[config.mk]
export PLATFORM = sky130hd
export DESIGN_NAME = flash_flag_writer_flat
export DESIGN_NICKNAME = d
export VERILOG_FILES = /design/src/rtl/flash_flag_writer_if.sv /design/src/rtl/flash_flag_writer.sv /design/src/flat_wrapper.sv
export SDC_FILE = /design/constraint.sdc
export NUM_CORES = 1
export LEC_CHECK = 0
export CAP_MARGIN = 10
export CORE_MARGIN = 5
export CORE_UTILIZATION = 45
export CTS_CLUSTER_DIAMETER = 200
export DETAILED_ROUTE_END_ITERATION = 6
export GPL_ROUTABILITY_DRIVEN = 0
export PLACE_DENSITY = 0.77
export SETUP_SLACK_MARGIN = 0.15
export SLEW_MARGIN = 20
export SYNTH_ARGS = -nofsm -noshare
export SYNTH_HDL_FRONTEND = slang
export SYNTH_SLANG_ARGS = --single-unit
[constraint.sdc]
create_clock -name clk -period 3.6 [get_ports clk]
set_input_delay 0.72 -clock clk [delete_from_list [all_inputs] [get_ports clk]]
set_output_delay 0.72 -clock clk [all_outputs]
set_load 0.01 [all_outputs]
[src/rtl/flash_flag_writer_if.sv]
// Shared CFI flash bus port of the flag writer: bus request/grant plus the flash pins it drives.
// master = writer side, slave = top-level access mux / flash side.
interface flash_flag_writer_if;
  logic        fw_bus_req;
  logic        fw_bus_gnt;
  logic        fw_cen;
  logic        fw_oen;
  logic        fw_wen;
  logic [24:0] fw_addr;
  logic [15:0] fw_d_out;
  logic        fw_d_oe;
  logic [15:0] fw_d_in;

  modport master (
    output fw_bus_req, fw_cen, fw_oen, fw_wen, fw_addr, fw_d_out, fw_d_oe,
    input  fw_bus_gnt, fw_d_in
  );

  modport slave (
    input  fw_bus_req, fw_cen, fw_oen, fw_wen, fw_addr, fw_d_out, fw_d_oe,
    output fw_bus_gnt, fw_d_in
  );
endinterface

[src/rtl/flash_flag_writer.sv]
// Programs {MAGIC, flag} at FLAG_ADDR in Intel-command-set CFI flash, then restores read-array mode.
// Define FLASH_FLAG_VERIFY_EN to add a readback check after the final 0xFF command.
module flash_flag_writer #(
  parameter logic [24:0] FLAG_ADDR  = 25'h0000100,
  parameter logic [13:0] MAGIC      = 14'h2A5C,
  parameter int unsigned WE_PULSE   = 4,
  parameter int unsigned RD_WAIT    = 6,
  parameter int unsigned POLL_LIMIT = 500000
) (
  input  logic                       clk,
  input  logic                       sys_resetn,
  input  logic                       wr_req,
  input  logic [1:0]                 wr_flag,
  output logic                       wr_busy,
  output logic                       wr_done,
  output logic                       wr_err,
  flash_flag_writer_if.master        bus
);

  localparam int unsigned CntMax = ((WE_PULSE + 1) > RD_WAIT) ? (WE_PULSE + 1) : RD_WAIT;
  localparam int unsigned CntW   = $clog2(CntMax + 1);

  localparam logic [CntW-1:0] WePulse  = CntW'(WE_PULSE);
  localparam logic [CntW-1:0] WrLast   = CntW'(WE_PULSE + 1);
  localparam logic [CntW-1:0] RdSample = CntW'(RD_WAIT - 1);
  localparam logic [CntW-1:0] RdLast   = CntW'(RD_WAIT);
  localparam logic [19:0]     PollLast = 20'(POLL_LIMIT - 1);

  typedef enum logic [3:0] {
    StIdle,
    StWaitGnt,
    StUnlk1,
    StUnlk2,
    StClrSr,
    StPgmCmd,
    StPgmData,
    StPoll,
    StChkSr,
    StRdArr,
`ifdef FLASH_FLAG_VERIFY_EN
    StVerify,
`endif
    StDone
  } state_e;

  state_e          state_q, state_d;
  logic [CntW-1:0] cnt_q, cnt_d;
  logic [19:0]     poll_q, poll_d;
  logic [1:0]      flag_q, flag_d;
  logic            err_q, err_d;
  logic [15:0]     sr_q, sr_d;

  logic            cen_q, cen_d, oen_q, oen_d, wen_q, wen_d, doe_q, doe_d, breq_q, breq_d;
  logic [24:0]     addr_q, addr_d;
  logic [15:0]     dout_q, dout_d, cmd_d;
  logic            busy_q, done_q;
  logic            is_rd;

  // Only the ready and error bits of the status register steer the sequence.
  logic unused_sr;
  assign unused_sr = ^{sr_q[15:8], sr_q[6:5], sr_q[2], sr_q[0]};

  always_comb begin
    state_d = state_q;
    cnt_d   = cnt_q;
    poll_d  = poll_q;
    flag_d  = flag_q;
    err_d   = err_q;
    sr_d    = sr_q;
    case (state_q)
      StIdle: begin
        if (wr_req) begin
          flag_d = wr_flag;
          err_d  = 1'b0;
          poll_d = '0;
          cnt_d  = '0;
          if (wr_flag == 2'b11) begin
            err_d   = 1'b1;
            state_d = StDone;
          end else begin
            state_d = StWaitGnt;
          end
        end
      end
      StWaitGnt: begin
        if (bus.fw_bus_gnt) begin
          cnt_d   = '0;
          state_d = StUnlk1;
        end
      end
      StDone: state_d = StIdle;
      default: begin
        // Losing the grant abandons the sequence; the owner of the bus must reissue 0xFF.
        if (!bus.fw_bus_gnt) begin
          err_d   = 1'b1;
          state_d = StDone;
        end else begin
          cnt_d = cnt_q + 1'b1;
          case (state_q)
            StUnlk1:   if (cnt_q == WrLast) begin cnt_d = '0; state_d = StUnlk2;   end
            StUnlk2:   if (cnt_q == WrLast) begin cnt_d = '0; state_d = StClrSr;   end
            StClrSr:   if (cnt_q == WrLast) begin cnt_d = '0; state_d = StPgmCmd;  end
            StPgmCmd:  if (cnt_q == WrLast) begin cnt_d = '0; state_d = StPgmData; end
            StPgmData: if (cnt_q == WrLast) begin cnt_d = '0; state_d = StPoll;    end
            StPoll: begin
              if (cnt_q == RdSample) sr_d = bus.fw_d_in;
              if (cnt_q == RdLast) begin
                cnt_d = '0;
                if (sr_q[7]) begin
                  state_d = StChkSr;
                end else if (poll_q == PollLast) begin
                  err_d   = 1'b1;
                  state_d = StRdArr;
                end else begin
                  poll_d = poll_q + 20'd1;
                end
              end
            end
            StChkSr: begin
              cnt_d = '0;
              if (sr_q[4] | sr_q[3] | sr_q[1]) err_d = 1'b1;
              state_d = StRdArr;
            end
            StRdArr: begin
              if (cnt_q == WrLast) begin
                cnt_d = '0;
`ifdef FLASH_FLAG_VERIFY_EN
                state_d = err_q ? StDone : StVerify;
`else
                state_d = StDone;
`endif
              end
            end
`ifdef FLASH_FLAG_VERIFY_EN
            StVerify: begin
              if (cnt_q == RdSample && bus.fw_d_in != {MAGIC, flag_q}) err_d = 1'b1;
              if (cnt_q == RdLast) begin
                cnt_d   = '0;
                state_d = StDone;
              end
            end
`endif
            default: ;
          endcase
        end
      end
    endcase
  end

  // Bus pins are decoded from the next state so the registered copies track state_q exactly.
  always_comb begin
    is_rd = (state_d == StPoll);
`ifdef FLASH_FLAG_VERIFY_EN
    is_rd = is_rd | (state_d == StVerify);
`endif
    case (state_d)
      StUnlk1:   cmd_d = 16'h0060;
      StUnlk2:   cmd_d = 16'h00D0;
      StClrSr:   cmd_d = 16'h0050;
      StPgmCmd:  cmd_d = 16'h0040;
      StPgmData: cmd_d = {MAGIC, flag_d};
      default:   cmd_d = 16'h00FF;
    endcase
    cen_d  = 1'b1;
    oen_d  = 1'b1;
    wen_d  = 1'b1;
    doe_d  = 1'b0;
    breq_d = 1'b0;
    addr_d = '0;
    dout_d = '0;
    if (state_d == StWaitGnt || state_d == StChkSr) begin
      breq_d = 1'b1;
    end else if (is_rd) begin
      breq_d = 1'b1;
      addr_d = FLAG_ADDR;
      if (cnt_d < RdLast) begin
        cen_d = 1'b0;
        oen_d = 1'b0;
      end
    end else if (state_d != StIdle && state_d != StDone) begin
      // Write cycle: setup (cnt 0), WE# low for WE_PULSE clocks, then one hold clock.
      breq_d = 1'b1;
      cen_d  = 1'b0;
      doe_d  = 1'b1;
      addr_d = FLAG_ADDR;
      dout_d = cmd_d;
      wen_d  = !((cnt_d != '0) && (cnt_d <= WePulse));
    end
  end

  always_ff @(posedge clk or negedge sys_resetn) begin
    if (!sys_resetn) begin
      state_q <= StIdle;
      cnt_q   <= '0;
      poll_q  <= '0;
      flag_q  <= '0;
      err_q   <= 1'b0;
      sr_q    <= '0;
      cen_q   <= 1'b1;
      oen_q   <= 1'b1;
      wen_q   <= 1'b1;
      doe_q   <= 1'b0;
      breq_q  <= 1'b0;
      addr_q  <= '0;
      dout_q  <= '0;
      busy_q  <= 1'b0;
      done_q  <= 1'b0;
    end else begin
      state_q <= state_d;
      cnt_q   <= cnt_d;
      poll_q  <= poll_d;
      flag_q  <= flag_d;
      err_q   <= err_d;
      sr_q    <= sr_d;
      cen_q   <= cen_d;
      oen_q   <= oen_d;
      wen_q   <= wen_d;
      doe_q   <= doe_d;
      breq_q  <= breq_d;
      addr_q  <= addr_d;
      dout_q  <= dout_d;
      busy_q  <= (state_d != StIdle);
      done_q  <= (state_q == StDone);
    end
  end

  assign wr_busy        = busy_q;
  assign wr_done        = done_q;
  assign wr_err         = err_q;
  assign bus.fw_bus_req = breq_q;
  assign bus.fw_cen     = cen_q;
  assign bus.fw_oen     = oen_q;
  assign bus.fw_wen     = wen_q;
  assign bus.fw_addr    = addr_q;
  assign bus.fw_d_out   = dout_q;
  assign bus.fw_d_oe    = doe_q;

endmodule

[src/flat_wrapper.sv]
// flat-port wrapper written by rule: the top's interface ports become plain ports
module flash_flag_writer_flat 
#(
  parameter logic [24:0] FLAG_ADDR  = 25'h0000100,
  parameter logic [13:0] MAGIC      = 14'h2A5C,
  parameter int unsigned WE_PULSE   = 4,
  parameter int unsigned RD_WAIT    = 6,
  parameter int unsigned POLL_LIMIT = 500000
)
  (clk, sys_resetn, wr_req, wr_flag, wr_busy, wr_done, wr_err, bus_fw_bus_req, bus_fw_cen, bus_fw_oen, bus_fw_wen, bus_fw_addr, bus_fw_d_out, bus_fw_d_oe, bus_fw_bus_gnt, bus_fw_d_in);
  flash_flag_writer_if bus_i ();
  input  logic clk;
  input  logic sys_resetn;
  input  logic wr_req;
  input  logic [1:0] wr_flag;
  output logic wr_busy;
  output logic wr_done;
  output logic wr_err;
  output wire logic [$bits(bus_i.fw_bus_req)-1:0] bus_fw_bus_req;
  output wire logic [$bits(bus_i.fw_cen)-1:0] bus_fw_cen;
  output wire logic [$bits(bus_i.fw_oen)-1:0] bus_fw_oen;
  output wire logic [$bits(bus_i.fw_wen)-1:0] bus_fw_wen;
  output wire logic [$bits(bus_i.fw_addr)-1:0] bus_fw_addr;
  output wire logic [$bits(bus_i.fw_d_out)-1:0] bus_fw_d_out;
  output wire logic [$bits(bus_i.fw_d_oe)-1:0] bus_fw_d_oe;
  input wire logic [$bits(bus_i.fw_bus_gnt)-1:0] bus_fw_bus_gnt;
  input wire logic [$bits(bus_i.fw_d_in)-1:0] bus_fw_d_in;
  assign bus_fw_bus_req = bus_i.fw_bus_req;
  assign bus_fw_cen = bus_i.fw_cen;
  assign bus_fw_oen = bus_i.fw_oen;
  assign bus_fw_wen = bus_i.fw_wen;
  assign bus_fw_addr = bus_i.fw_addr;
  assign bus_fw_d_out = bus_i.fw_d_out;
  assign bus_fw_d_oe = bus_i.fw_d_oe;
  assign bus_i.fw_bus_gnt = bus_fw_bus_gnt;
  assign bus_i.fw_d_in = bus_fw_d_in;
  flash_flag_writer #(.FLAG_ADDR(FLAG_ADDR), .MAGIC(MAGIC), .WE_PULSE(WE_PULSE), .RD_WAIT(RD_WAIT), .POLL_LIMIT(POLL_LIMIT)) u_core (.clk(clk), .sys_resetn(sys_resetn), .wr_req(wr_req), .wr_flag(wr_flag), .wr_busy(wr_busy), .wr_done(wr_done), .wr_err(wr_err), .bus(bus_i));
endmodule
==> qor.json, run 1 <==
{
  "result_of_the_run": "completed",
  "initial_core_util_pct": 46.5,
  "grt_setup_unrepaired": "false",
  "period_minus_slack_ns": 2.80,
  "drt_pre_antenna_iters": 4,
  "synth_top_area_cell": "dfrtp_1",
  "r2r_depth": 8,
  "detail_route.vias_per_cell": 5.47,
  "deepest_clock_path_buffer_count": 2,
  "finalWirelength_um": 6130,
  "clk_root_buffer_cell": "clkbuf_8",
  "detail_route.iter0.violations": 126,
  "drt_wl_cell_um": 14.7,
  "final_core_util_pct": 51.6,
  "hold_class": "input pin to async pin",
  "maxSlewViolCount": 0,
  "synth-edff-count": 0,
  "cp.required_ns": 3.82,
  "grt_pass1_vias": 2282,
  "ioPinCount": 71,
  "synth_commonest_cells": "46 x dfrtp_1, 33 x buf_4, 28 x nor2_1",
  "drt_drc_violations_left": 0,
  "worstMarginPinSlew_ns": 0.706,
  "cts_hold_buffers": 0,
  "cellPowerDensity_nw_per_um2": 660,
  "power.ir.vdd_worst_mv": 0.448,
  "period_share_pct": 77.7,
  "row_count": 29,
  "synth.top_cells.by_area": "dfrtp_1 39%, buf_4 8.4%, o21ai_0 3.7%",
  "finalHoldViolCount": 0,
  "instances_no_fill": 418,
  "floorplan.die.height_um": 91.0,
  "end_kind": "flip-flop",
  "synth_async_sr_flop_share_pct": 100,
  "max_freq_ghz": 0.357,
  "globalRouteOverflowTotal": 0,
  "synth_warnings": 0,
  "multi_input_area_um2": 1470,
  "ys_ff_latch": 49,
  "p_leak_nw": 1.41,
  "clock_latency_ns": 0.31,
  "setup.worst_path.start": "wr_req",
  "core-area_um2": 6350,
  "synth.yosys.seq_area_share_pct": 41.7,
  "synth.most_common_cell": "dfrtp_1",
  "syn_inst": 317,
  "numPlacedInstances": 410,
  "layout.filler_cells": 579,
  "setup_viol": 0,
  "synth.cell_area_um2": 2950,
  "preCtsSetupSlack_ns": 0.498,
  "p_total_mw": 2.17,
  "die-width_um": 91.0,
  "routed-via-count": 2287,
  "antenna_violating_nets_post_route": 0,
  "postCtsResizedCells": 0,
  "first_pass_grt_wire_length_um": 10700,
  "postLayoutCellArea_um2": 3280,
  "final.setup.tns_ns": 0,
  "cts.sink_count": 49,
  "port-buffer-count": 30,
  "post-cts-setup-buffers": 0,
  "total_global_routing_track_utilization_pct": 15.3,
  "worstPathMaxFanout": 21,
  "post-route-worst-setup-slack_ns": 0.803,
  "start_to_end_type_of_the_worst_setup_path": "input pin to flip-flop",
  "num-nets-final": 366,
  "synth.top_cell.area_share_pct": 39.0,
  "tritoncts": "done",
  "htree_levels": 2,
  "grt_max_degree": 50,
  "finalClockSkew_ns": 0.00617,
  "cts.reportedPaths.clkPinSlew_ns": 0.09,
  "slew-limit-headroom_pct": 52.3,
  "synthDistinctLibCells": 57,
  "critical_path.startpoint_type": "input pin",
  "syn2layout_area_growth_pct": 11.1,
  "ff_latch_area_um2": 1230,
  "timing.rr.start": "u_core.state_q[1]$_DFF_PN0_",
  "max_cap_violations": 0,
  "worst_hold_slack_ns": 0.419,
  "numCtsBuffers": 5,
  "antennaDiodeCount": 0,
  "grt_antenna_before_repair": 0,
  "synth.avg_cell_area_um2": 9.31,
  "postSynth.topFlopCell": "dfrtp_1",
  "floorplan.die_area_um2": 8280,
  "cp.arrival_ns": 3.02,
  "final_layout_size_suffix_gt1_share_pct": 9.97,
  "placed_cell_area_um2": 3160,
  "dp_wirelength_um": 4390
}
-- routing by layer --
layer  vias to the layer above  GRT usage, %  wire (um)
met2                        64          24.5       3060
met4                         0          5.01         87
li1                       1116             -          -
met3                        10          3.88        301
met1                      1097          20.1       2680
met5                         -             0          0
-- registers in the layout, summed over array words and instances, names as in the netlist, 2 cells and up --
name	cells
u_core.poll_q	20
u_core.bus.fw_d_out	8
u_core.sr_q	4
u_core.state_q	4
u_core.cnt_q	3
u_core.flag_q	2
-- cells in the final DEF, fill, tap and decap left out, types with 3 or more instances in the layout --
cell type        count
inv_1               12
nand4_1              8
buf_4                4
nand2_1             25
a21oi_1             15
mux2_2               5
conb_1              28
dfrtp_1             46
and3_1               5
clkbuf_8             5
a31oi_1              3
or3_1                6
dfstp_2              3
nor3_1               8
and4_1               3
nand3_1             20
clkdlybuf4s50_1     29
o21ai_0             22
nor2b_1              3
o211a_1              3
xnor2_1              7
nor2_1              28
ha_1                 4
xor2_1               7
-- cells by family after synthesis --
kind of cell | Yosys count | synth area share, %
flops | 49 | 41.7
xor+xnor | 14 | 4.15
mux | 6 | 2.25
fa+ha+maj | 5 | 2.03
other cells | 1 | 0.127
simple gates | 119 | 21.2
buf+inv | 56 | 11.9
compound gates | 67 | 16.7
-- final cells by class --
type | count | share of cell area, %
timing repair buffer | 33 | 9.77
tap | 77 | 2.94
sequential | 49 | 37.5
multi-input combinational | 239 | 44.9
clock inverter | 3 | 1.41
clock buffer | 5 | 2.10
inverter | 12 | 1.37
-- path summary, 6_finish.rpt --
| path | end | slack [ns] |
|---|---|---|
| worst max-delay path | u_core.bus.fw_cen$_DFF_PN1_ | 0.80 |
| worst min-delay path | u_core.poll_q[5]$_DFFE_PN0P_ | 0.42 |
| worst max register to register | u_core.bus.fw_cen$_DFF_PN1_ | 0.82 |
| worst min register to register | u_core.flag_q[0]$_DFF_PN0_ | 0.51 |
| max in group asynchronous | u_core.cnt_q[0]$_DFF_PN0_ | 2.76 |
| min in group clk | u_core.flag_q[0]$_DFF_PN0_ | 0.51 |
-- power breakdown --
group | switching [mW] | internal (mW) | total, mW
combinational | 0.559 | 0.414 | 0.973
clock | 0.189 | 0.208 | 0.397
sequential | 0.123 | 0.672 | 0.795
-- critical path: stages --
cell,delay [ns]
clkdlybuf4s50_1,0.51
or4b_4,0.50
nor2_4,0.11
buf_4,0.27
nand2_1,0.13
o21ai_0,0.15
nor3b_2,0.16
a211oi_1,0.33
o31ai_1,0.14
(Power assumes the default switching activity.)
==> run 2: changes to the inputs <==
==> constraint.sdc (replaced) <==
create_clock -name clk -period 2.6 [get_ports clk]
set_input_delay 0.52 -clock clk [delete_from_list [all_inputs] [get_ports clk]]
set_output_delay 0.52 -clock clk [all_outputs]
set_load 0.01 [all_outputs]
==> run 2 against run 1 <==
  * Hold slack got worse by 0.22 ns
  * Final cell count is 6.0% higher
  * Clock skew grew 0.0033 ns
==> qor.json, run 2 (same netlist as run 1, synthesis figures left out) <==
{
  "end_kind": {"value": "flip-flop", "change": "unchanged"},
  "ff_latch_area": {"value": 1230, "unit": "um^2", "change": "about the same"},
  "worst_hold_slack": {"value": 0.201, "unit": "ns", "change": "was 0.419 ns"},
  "routed-via-count": {"value": 2416, "change": "was 2287"},
  "finalWirelength": {"value": 6600, "unit": "um", "change": "was 6130 um"},
  "period_minus_slack_ns": 2.35,
  "die-width": {"value": 91.0, "unit": "um", "change": "unchanged"},
  "first_pass_grt_wire_length": {"value": 11100, "unit": "um", "change": "was 10700 um"},
  "cts.reportedPaths.clkPinSlew": {"value": 0.09, "unit": "ns", "change": "about the same"},
  "r2r_end": {"value": "u_core.poll_q[9]$_DFFE_PN0P_", "change": "was u_core.bus.fw_cen$_DFF_PN1_"},
  "maxSlewViolCount": {"value": 0, "change": "unchanged"},
  "syn2layout_area_growth": {"value": 19.1, "unit": "%", "change": "was 11.1%"},
  "detail_route.iter0.violations": {"value": 132, "change": "was 126"},
  "largest_reg_flops": {"value": 20, "change": "unchanged"},
  "worstPathMaxFanout": {"value": 8, "change": "was 21"},
  "multi_input_area": {"value": 1550, "unit": "um^2", "change": "was 1470 um^2"},
  "seq_power_share": {"value": 32.5, "unit": "%", "change": "was 36.7%"},
  "setup_viol": {"value": 0, "change": "unchanged"},
  "antennaDiodeCount": {"value": 0, "change": "unchanged"},
  "dp_wirelength": {"value": 4850, "unit": "um", "change": "was 4390 um"},
  "postLayoutCellArea": {"value": 3520, "unit": "um^2", "change": "was 3280 um^2"},
  "r2r_depth": {"value": 7, "change": "was 8"},
  "clock_latency": {"value": 0.30, "unit": "ns", "change": "was 0.31 ns"},
  "most-common-layout-cells": {"value": "44 x dfrtp_1, 29 x clkdlybuf4s50_1, 28 x nor2_1, 28 x conb_1, 28 x buf_4", "change": "was 46 x dfrtp_1, 29 x clkdlybuf4s50_1, 28 x nor2_1, 28 x conb_1, 25 x nand2_1"},
  "core-area": {"value": 6350, "unit": "um^2", "change": "unchanged"},
  "grt_antenna_before_repair": {"value": 0, "change": "unchanged"},
  "deepest_clock_path_buffer_count": {"value": 2, "change": "unchanged"},
  "cp.arrival": {"value": 2.59, "unit": "ns", "change": "was 3.02 ns"},
  "power.internal": {"value": 1.92, "unit": "mW", "change": "was 1.29 mW"},
  "finalClockSkew": {"value": 0.00948, "unit": "ns", "change": "was 0.00617 ns"},
  "max_freq_ghz": 0.425,
  "max_cap_violations": {"value": 0, "change": "unchanged"},
  "tritoncts": {"value": "done", "change": "unchanged"},
  "final.setup.tns": {"value": 0, "unit": "ns", "change": "unchanged"},
  "drt_drc_violations_left": {"value": 0, "change": "unchanged"},
  "cts.sink_count": {"value": 49, "change": "unchanged"},
  "initial_core_util": {"value": 46.5, "unit": "%", "change": "unchanged"},
  "timing.rr.start": {"value": "u_core.poll_q[0]$_DFFE_PN0P_", "change": "was u_core.state_q[1]$_DFF_PN0_"},
  "grt_max_degree": {"value": 24, "change": "was 50"},
  "cts_hold_buffers": {"value": 0, "change": "unchanged"},
  "netSwitchingFraction": {"value": 40.2, "unit": "%", "change": "about the same"},
  "worstMarginPinSlew": {"value": 0.654, "unit": "ns", "change": "was 0.706 ns"},
  "cp.required": {"value": 2.83, "unit": "ns", "change": "was 3.82 ns"},
  "antenna_violating_nets_post_route": {"value": 0, "change": "unchanged"},
  "row_count": {"value": 29, "change": "unchanged"},
  "placed_cell_area": {"value": 3310, "unit": "um^2", "change": "was 3160 um^2"},
  "numCtsBuffers": {"value": 5, "change": "unchanged"},
  "result_of_the_run": {"value": "completed", "change": "unchanged"},
  "port-buffer-count": {"value": 30, "change": "unchanged"},
  "floorplan.die_area": {"value": 8280, "unit": "um^2", "change": "unchanged"},
  "hold_class": {"value": "input pin to async pin", "change": "unchanged"},
  "floorplan.die.height": {"value": 91.0, "unit": "um", "change": "unchanged"},
  "grt_pass1_vias": {"value": 2375, "change": "was 2282"},
  "final_layout_size_suffix_gt1_share": {"value": 18.3, "unit": "%", "change": "was 9.97%"},
  "total_global_routing_track_utilization": {"value": 15.9, "unit": "%", "change": "was 15.3%"},
  "layout.filler_cells": {"value": 550, "change": "was 579"},
  "p_leak": {"value": 1.51, "unit": "nW", "change": "was 1.41 nW"},
  "power.switching": {"value": 1.29, "unit": "mW", "change": "was 871 uW"},
  "period_share_pct": 90.5,
  "grt_setup_unrepaired": {"value": "true", "change": "was false"},
  "power.ir.vdd_worst": {"value": 0.669, "unit": "mV", "change": "was 0.448 mV"},
  "largest_register": {"value": "u_core.poll_q", "change": "unchanged"},
  "slew-limit-headroom": {"value": 55.8, "unit": "%", "change": "was 52.3%"},
  "start_to_end_type_of_the_worst_setup_path": {"value": "flip-flop to flip-flop", "change": "was input pin to flip-flop"},
  "critical_path.startpoint_type": {"value": "flip-flop", "change": "was input pin"},
  "clk_root_buffer_cell": {"value": "clkbuf_8", "change": "unchanged"},
  "pwr-share-comb": {"value": 53.4, "unit": "%", "change": "was 44.9%"},
  "ioPinCount": {"value": 71, "change": "unchanged"},
  "globalRouteOverflowTotal": {"value": 0, "change": "unchanged"},
  "timing.reg2reg.setup_slack": {"value": 0.25, "unit": "ns", "change": "was 0.82 ns"},
  "drt_wl_cell": {"value": 14.9, "unit": "um", "change": "was 14.7 um"},
  "detail_route.vias_per_cell": {"value": 5.45, "change": "was 5.47"},
  "cellPowerDensity": {"value": 914, "unit": "nW/um^2", "change": "was 660 nW/um^2"},
  "finalHoldViolCount": {"value": 0, "change": "unchanged"},
  "num-nets-final": {"value": 391, "change": "was 366"},
  "drt_pre_antenna_iters": {"value": 4, "change": "unchanged"},
  "layout.cells.most_common": {"value": "dfrtp_1", "change": "unchanged"},
  "clockPowerShare": {"value": 14.2, "unit": "%", "change": "was 18.3%"},
  "htree_levels": {"value": 2, "change": "unchanged"},
  "p_total": {"value": 3.21, "unit": "mW", "change": "was 2.17 mW"}
}
run 2: cell types whose count changed in the layout (fill, tap and decap cells not counted), moves of 2 or more:
cell        delta
dfrtp_1        -2
dfrtp_2        +2
buf_4         +24
ha_1           -2
ha_4           +2
o21ai_1        +2
o21ai_0        -2
clkinvlp_4     +2
run 2: area by class of cell:
cell class / instances / share of cell area [%]
Multi-Input combinational cell: 239 / 44.0
Sequential cell: 49 / 35.1
Timing Repair Buffer: 58 / 14.4
Tap cell: 77 / 2.74
Clock buffer: 5 / 1.96
Inverter: 12 / 1.28
Clock inverter: 3 / 0.641
run 2: critical path: stages, from the launching register on:
cell and delay, ns:
dfrtp_1 0.41, ha_1 0.24, and4_1 0.24, nand3_2 0.13, o2111ai_4 0.17, a2111o_1 0.55, or3_1 0.41, a21oi_1 0.14
run 2: repair_timing:
| action | CTS | global route |
|---|---|---|
| pin swaps | 2 | 3 |
| endpoints found under the setup margin | 11 | 25 |
| buffers inserted | 1 | 4 |
| gates resized for setup | 2 | 14 |
run 2: how the worst max path moves through the flow:
stage,start,endpoint,depth (start not counted)
after CTS,u_core.cnt_q[0]$_DFF_PN0_,u_core.bus.fw_wen$_DFF_PN1_,8
after global routing,u_core.poll_q[0]$_DFFE_PN0P_,u_core.poll_q[10]$_DFFE_PN0P_,10
after global placement,wr_req,u_core.bus.fw_wen$_DFF_PN1_,9
after detailed placement,wr_req,u_core.bus.fw_wen$_DFF_PN1_,9
after floorplan,u_core.poll_q[0]$_DFFE_PN0P_,u_core.poll_q[15]$_DFFE_PN0P_,8
final,u_core.poll_q[0]$_DFFE_PN0P_,u_core.poll_q[9]$_DFFE_PN0P_,7
run 2: power groups by stage:
stage | Sequential [mW] | Combinational (mW) | Clock [mW]
floorplan | 1.07 | 0.986 | 0
CTS | 1.03 | 1.64 | 0.467
finish | 1.04 | 1.72 | 0.455
global placement | 1.04 | 1.58 | 0
detailed placement | 1.05 | 1.61 | 0
global route | 1.07 | 1.88 | 0.506
run 2: routing by layer:
| metal | part of all wire (%) | track usage [%] |
|---|---|---|
| met4 | 1.4 | 4.16 |
| met2 | 50 | 27.0 |
| met1 | 44 | 20.6 |
| met5 | 0 | 0 |
| met3 | 4.4 | 3.55 |
run 2: stage by stage:
| stage | setup slack (ns) | utilization [%] | cells |
|---|---|---|---|
| global route | 0.114 | 55.4 | 443 |
| detailed placement | -0.0513 | 52.2 | 430 |
| floorplan | 0.322 | - | 344 |
| global placement | -0.0194 | 52.2 | 430 |
| CTS | 0.141 | 53.9 | 439 |
| finish | 0.247 | 55.4 | 443 |
